--- src/rtl/demux_pkg.sv ---
// Shared types and constants for the 1-to-4 stream demultiplexer.
package demux_pkg;

    localparam int NUM_LANES = 4;
    localparam int SEL_W     = 2;

    typedef logic [SEL_W-1:0] lane_sel_t;

    typedef enum logic {LANE_EMPTY, LANE_FULL} lane_state_t;

    // Round-robin successor; the 2-bit width makes 3 -> 0 wrap naturally.
    function automatic lane_sel_t rr_next(input lane_sel_t p);
        return p + 1'b1;
    endfunction

endpackage

--- src/rtl/demux_lane_buf.sv ---
// One-entry lane buffer: data register, valid flag (EMPTY/FULL state) and a
// saturating count of delivered beats.
module demux_lane_buf
    import demux_pkg::*;
#(
    parameter int DATA_W = 8,
    parameter int CNT_W  = 8
) (
    input  logic              clk,
    input  logic              rst,
    input  logic              load,
    input  logic [DATA_W-1:0] load_data,
    input  logic              out_ready,
    output logic [DATA_W-1:0] out_data,
    output logic              out_valid,
    output logic [CNT_W-1:0]  cnt,
    output logic              can_load
);

    lane_state_t       state_q, state_d;
    logic [DATA_W-1:0] data_q, data_d;
    logic [CNT_W-1:0]  cnt_q, cnt_d;

    function automatic logic [CNT_W-1:0] sat_inc(input logic [CNT_W-1:0] v);
        return (v == {CNT_W{1'b1}}) ? v : v + 1'b1;
    endfunction

    // A draining lane can accept a refill in the same cycle.
    assign can_load  = (state_q == LANE_EMPTY) | out_ready;
    assign out_valid = (state_q == LANE_FULL);
    assign out_data  = data_q;
    assign cnt       = cnt_q;

    always_comb begin
        state_d = state_q;
        data_d  = data_q;
        cnt_d   = cnt_q;
        case (state_q)
            LANE_EMPTY: begin
                if (load) begin
                    state_d = LANE_FULL;
                    data_d  = load_data;
                end
            end
            LANE_FULL: begin
                if (out_ready) begin
                    cnt_d = sat_inc(cnt_q);
                    if (load) data_d  = load_data;
                    else      state_d = LANE_EMPTY;
                end
            end
        endcase
    end

    always_ff @(posedge clk or posedge rst) begin
        if (rst) begin
            state_q <= LANE_EMPTY;
            data_q  <= '0;
            cnt_q   <= '0;
        end else begin
            state_q <= state_d;
            data_q  <= data_d;
            cnt_q   <= cnt_d;
        end
    end

endmodule

--- src/rtl/demux14_stream.sv ---
// Registered 1-to-4 valid/ready stream demultiplexer with per-lane beat counters.
// Define DEMUX_RR_EN for round-robin lane steering instead of in_sel.
module demux14_stream
    import demux_pkg::*;
#(
    parameter int DATA_W = 8,
    parameter int CNT_W  = 8
) (
    input  logic                          clk,
    input  logic                          rst,
    input  logic [DATA_W-1:0]             in_data,
    input  logic [SEL_W-1:0]              in_sel,
    input  logic                          in_valid,
    output logic                          in_ready,
    output logic [NUM_LANES*DATA_W-1:0]   out_data,
    output logic [NUM_LANES-1:0]          out_valid,
    input  logic [NUM_LANES-1:0]          out_ready,
    output logic [NUM_LANES*CNT_W-1:0]    lane_cnt
);

    lane_sel_t            tgt;
    logic                 accept;
    logic [NUM_LANES-1:0] can_load;
    logic [NUM_LANES-1:0] load_vec;

`ifdef DEMUX_RR_EN
    lane_sel_t rr_q, rr_d;
    logic      unused_sel;

    assign unused_sel = ^in_sel;
    assign tgt        = rr_q;
    // Pointer only moves on an accepted beat, so a stalled lane is never skipped.
    assign rr_d       = accept ? rr_next(rr_q) : rr_q;

    always_ff @(posedge clk or posedge rst) begin
        if (rst) rr_q <= '0;
        else     rr_q <= rr_d;
    end
`else
    assign tgt = in_sel;
`endif

    assign in_ready = can_load[tgt];
    assign accept   = in_valid & in_ready;

    always_comb begin
        load_vec      = '0;
        load_vec[tgt] = accept;
    end

    for (genvar k = 0; k < NUM_LANES; k++) begin : g_lane
        demux_lane_buf #(
            .DATA_W (DATA_W),
            .CNT_W  (CNT_W)
        ) u_lane (
            .clk       (clk),
            .rst       (rst),
            .load      (load_vec[k]),
            .load_data (in_data),
            .out_ready (out_ready[k]),
            .out_data  (out_data[k*DATA_W +: DATA_W]),
            .out_valid (out_valid[k]),
            .cnt       (lane_cnt[k*CNT_W +: CNT_W]),
            .can_load  (can_load[k])
        );
    end

endmodule

--- config.mk ---
export PLATFORM = sky130hd
export DESIGN_NAME = demux14_stream
export DESIGN_NICKNAME = d
export VERILOG_FILES = /design/src/rtl/demux_pkg.sv /design/src/rtl/demux_lane_buf.sv /design/src/rtl/demux14_stream.sv
export SDC_FILE = /design/constraint.sdc
export NUM_CORES = 1
export LEC_CHECK = 0
export ABC_AREA = 1
export CAP_MARGIN = 20
export CORE_MARGIN = 10
export CORE_UTILIZATION = 40
export DETAILED_ROUTE_END_ITERATION = 8
export PLACE_DENSITY = 0.68
export SKIP_LAST_GASP = 1
export SYNTH_ARGS = -nofsm -noshare
export SYNTH_HDL_FRONTEND = slang
export SYNTH_SLANG_ARGS = --single-unit
--- constraint.sdc ---
create_clock -name clk -period 2.6 [get_ports clk]
set_clock_uncertainty 0.05 [all_clocks]
set_input_delay 0.39 -clock clk [delete_from_list [all_inputs] [get_ports clk]]
set_output_delay 0.39 -clock clk [all_outputs]
set_load 0.03 [all_outputs]
* Word level (Yosys, flattened, before mapping)
Index checks and enable logic that the tools add are counted.
W data, S select, Z words.
** Storage, ports and cells
- Register bits :: 68
- Bits in latches :: 0
- Bits in writable memories :: 0
- ROM bits :: 0
- Bits of input ports :: 17
- Output and inout bits :: 69
- Word-level logic and storage cells :: 73
- Memories kept :: 0
** Operators by class
- Add/sub/neg operators :: 4
- Multiply operators :: 0
- Divide/modulo/power cells :: 0
- Magnitude comparators :: 2
- Equality and inequality tests :: 8
- Shift-type cells :: 0
- Mux-type cells :: 28
- Bitwise gates (word level) :: 14
- Reduce and logical (&&, ||, !) cells :: 5
** Operators with widths (number)
- $mux W8 :: 8
- $pmux W8 S2 :: 4
- $add A8 B1 Y8 const B :: 4
- $eq A8 B8 Y1 const B :: 4
- $reduce_and A3 Y1 :: 4
- $mux W1 :: 10
- $ne A2 B2 Y1 const B :: 4
- $not A1 Y1 :: 8
- $pmux W1 S2 :: 4
- $and A4 B4 Y4 :: 1
- $or A1 B1 Y1 :: 4
- $lt A2 B3 Y1 const B :: 1
- $bmux W1 S2 :: 1
- $demux W1 S2 :: 1
- $ge A2 B1 Y1 const B :: 1
- $and A1 B1 Y1 :: 1
- $logic_and A1 B1 Y1 :: 1

* Depth between registers and ports, before layout
- Depth in word-level cells :: 9
- Mapped depth :: 9
- Mapped depth without buffers :: 9

* Cells and area by module
Synthesis repeated with hierarchy kept, for this count alone.
** Second synthesis, totals
- Cell total of the unflattened synthesis :: 452
- Area total of the unflattened synthesis :: 3578.4 sq um
** By module, submodules not included
- demux_lane_buf :: times used 4, cells an instance 108, area each 870.8 sq um, sequential area each 425.4 sq um
- demux14_stream :: times used 1, cells an instance 20, area each 95.1 sq um, sequential area each 0.0 sq um

* Worst setup path after synthesis
No wires, ideal clock.
- Path kind :: register to register
- From :: reg g_lane[1].u_lane.cnt_q[0]
- To :: reg g_lane[1].u_lane.cnt_q[7]
- Library setup time :: 0.122 ns
- Arrival time :: 1.479 ns
- Required time :: 2.428 ns
- Setup slack :: 0.949 ns
- Stages on the path, launching flop included :: 9
- Path buffers :: 0
- Period minus slack after synthesis :: 1.651 ns
- Cell sequence :: dfrtp_1 ha_1 nand3_1 nor2_1 nand3_1 nand2_2 inv_2 nand2_1 o21ai_1
** Between the ends
- Longest elaborated chain between the ends :: 3
- Elaborated cells on any way between the ends :: 4
- Classes of those cells :: 1 x add/sub; 1 x eq/ne; 1 x bitwise; 1 x reduce/logical
** Ends and longest elaborated chain
- from (decl) :: RTL line demux_lane_buf.sv:22 : logic [CNT_W-1:0] cnt_q, cnt_d;
- from (signal assigned) :: RTL line demux_lane_buf.sv:63 : cnt_q <= cnt_d;
- branches (longest 3 deep; another with $add A8 B1 Y8)
Parallel ways; which one is timed is not known.
A chain may end at the register's enable or synchronous reset.

* Worst setup path after layout
- From :: in in_sel[0]
- To :: out in_ready
** Between the ends
- Longest elaborated chain between the ends :: 2
** Ends and longest elaborated chain
- from (decl) :: RTL line demux14_stream.sv:12 : input logic [SEL_W-1:0] in_sel,
- $bmux W1 S2 :: RTL line demux14_stream.sv:43 : assign in_ready = can_load[tgt];
- $mux W1 (implied by the code) :: RTL line demux14_stream.sv:43
- to (decl) :: RTL line demux14_stream.sv:14 : output logic in_ready,
Every way passes these cells. The select of a mux whose other input is x is not followed.

==> results.yml <==
status:
  status: "complete, no violations"
global_route:
  grt_pass1_wl_mm: 13.0
  grt-ovfl-total: 0
  track_usage_pct: 13.6
  grt_max_degree: 35
  antenna_found_initial: 0
  first_global_vias: 2639
sta:
  rsz0062_at_grt: "false"
  worst_slew_pin_slew_ns: 0.430
  layout_min_cycle_time_ns: 2.14
  finalSetupTns_ns: 0
  drv_slew: 0
  setup_viol: 0
  hold_viol: 0
  slew_headroom_pct: 71.3
  fmax_ghz: 0.466
  fin_crit_sh_pct: 82.5
clock_tree:
  clk_pin_slew_ns: 0.08
  cts_setup_buffers: 0
  cts-root-buf: "clkbuf_8"
  htree_num_levels: 3
  clock_latency_ns: 0.34
  clk_path_buf_depth: 2
  ctsResizeCount: 0
  cts.sinks: 68
  numCtsBuffers: 9
  cts_hold_buf: 0
  cts_tree: "yes"
synthesis:
  synth_cell_types: 24
  synth_nets: 401
  synth_seq_area_share_pct: 53.0
  yosys_warnings: 0
  ys_seq_elements: 68
  netlist_area_um2: 3210
  avgSynthCellArea_um2: 8.45
  synthCells: 380
critical_path:
  path_buf_inv: 4
  crit_fanout: 10
  end_kind: "primary output"
  critPathArrivalTime_ns: 1.70
  criticalPathCategory: "primary input to primary output"
  r2r_slack_ns: 0.92
  critPathMaxStageDelay_ns: 0.60
  critPathTopFamily: "buffers and inverters"
  ff2ff_path_depth: 8
  r2r-end: "g_lane[2].u_lane.cnt[3]"
  start_kind: "primary input"
  worst_path_max_delay_cell: "clkdlybuf4s50_1"
  reg2reg_from: "g_lane[2].u_lane.cnt[0]"
  path_cells: "clkdlybuf4s50_1, inv_1, nor2_1, nand2_1, nand2_1, inv_1, nand2_4, buf_4"
  cp.required_ns: 2.16
detailed_routing:
  avgViaCountPerCell: 4.66
  ant_nets: 0
  drc_errors: 0
  wire_per_inst_um: 13.7
  wl_mm: 7.92
  vias: 2696
  dr.pass1.iters: 4
  drt_iter0_markers: 117
floorplanning:
  die_h_um: 110
  start_util_pct: 41.3
  ios: 86
  die_w_um: 110
  dieArea_um2: 12000
  design.core.area_um2: 7770
  num_rows: 32
min_path:
  hold_path.class: "primary input to async pin"
placed_design:
  routabilityCongestion: 0.815
  dpl-instance-area_um2: 4140
  place_hpwl_mm: 5.96
  io_buffers: 85
finish:
  mostFrequentLayoutCell: "nand2_1"
  antenna_cells: 0
  syn_to_final_growth_pct: 34.9
  drive_gt1_share_pct: 6.93
  fin_area_um2: 4330
  multi_input_area_um2: 1280
  final_nets: 492
  final_util_pct: 55.8
  fill_cells: 703
  seqCellArea_um2: 1700
  mostFrequentLayoutCells: "nand2_1, clkdlybuf4s50_1, dfrtp_1"
power:
  vdd_drop_max_mv: 0.671
  p_leak_nw: 2.08
  p_per_area_nw_per_um2: 862
job:
  cap_violations: 0
## stage by stage
step	setup WS, ns	power (mW)	cells	hold WS [ns]
finish	0.456	3.74	578	0.227
global route	0.328	3.97	578	0.221
CTS	0.461	3.79	578	0.220
detailed placement	0.468	2.92	562	0.412
global placement	0.515	2.90	562	0.409
floorplan	0.448	2.31	380	0.439
## power breakdown
group	leakage, nW	switching (mW)	total (mW)	internal [mW]
registers	0.864	0.218	1.50	1.28
clock network	0.0962	0.401	0.844	0.443
logic	1.12	0.823	1.40	0.573
## how the worst max path moves through the flow
stage | startpoint | to | depth (start not counted)
finish | in_sel[0] | in_ready | 8
global route | in_sel[0] | in_ready | 8
CTS | in_sel[0] | in_ready | 8
detailed placement | in_sel[0] | in_ready | 8
global placement | in_sel[0] | in_ready | 8
floorplan | rst | g_lane[0].u_lane.cnt[0] | 1
## layout make-up
cell class | instances | share of cell area (%)
Multi-Input combinational cell | 261 | 29.5
Clock buffer | 10 | 2.94
Tap cell | 102 | 2.94
Clock inverter | 6 | 1.50
Sequential cell | 68 | 39.3
Inverter | 43 | 3.75
Timing Repair Buffer | 88 | 20.1
## cells in the mapped netlist
| library cell | count | area share (%) |
|---|---|---|
| a21oi_2 | 1 | 0.27 |
| buf_2 | 1 | 0.16 |
| buf_4 | 4 | 0.93 |
| buf_6 | 3 | 1.1 |
| clkinv_2 | 1 | 0.16 |
| dfrtp_1 | 68 | 53 |
| ha_1 | 4 | 1.6 |
| inv_1 | 40 | 4.7 |
| inv_2 | 2 | 0.23 |
| nand2_1 | 142 | 17 |
| nand2_2 | 5 | 0.97 |
| nand2_4 | 1 | 0.35 |
| nand3_1 | 14 | 2.2 |
| nand3_4 | 1 | 0.55 |
| nand3b_1 | 6 | 1.4 |
| nand4_1 | 8 | 1.6 |
| nand4_2 | 2 | 0.78 |
| nor2_1 | 15 | 1.8 |
| nor3_1 | 6 | 0.93 |
| o211ai_1 | 1 | 0.23 |
| o21ai_0 | 31 | 4.8 |
| o21ai_1 | 6 | 0.93 |
| xnor2_1 | 11 | 3.0 |
| xor2_1 | 7 | 1.9 |
## cell families (layout without fill, tap and decap cells)
logic type / count (synthesis) / after routing / share of synthesized area (%)
simple gates: 200 / 200 / 27.1
fa+ha+maj: 4 / 4 / 1.56
xor+xnor: 18 / 18 / 4.91
flops: 68 / 68 / 53.0
buf+inv: 51 / 147 / 7.21
compound gates: 39 / 39 / 6.27
## per-layer routing
metal | wire [um] | global-route usage (%) | up-vias
met5 | 0 | 0 | -
met4 | 87 | 4.93 | 0
met3 | 765 | 7.20 | 8
met2 | 3800 | 22.1 | 67
met1 | 3270 | 15.0 | 1241
li1 | - | - | 1380
## state kept, by name, indices dropped and copies added (netlist names)
register                 cells
g_lane.u_lane.out_data      32
g_lane.u_lane.out_valid      4
g_lane.u_lane.cnt           32
Power figures use the tool's default switching activity.
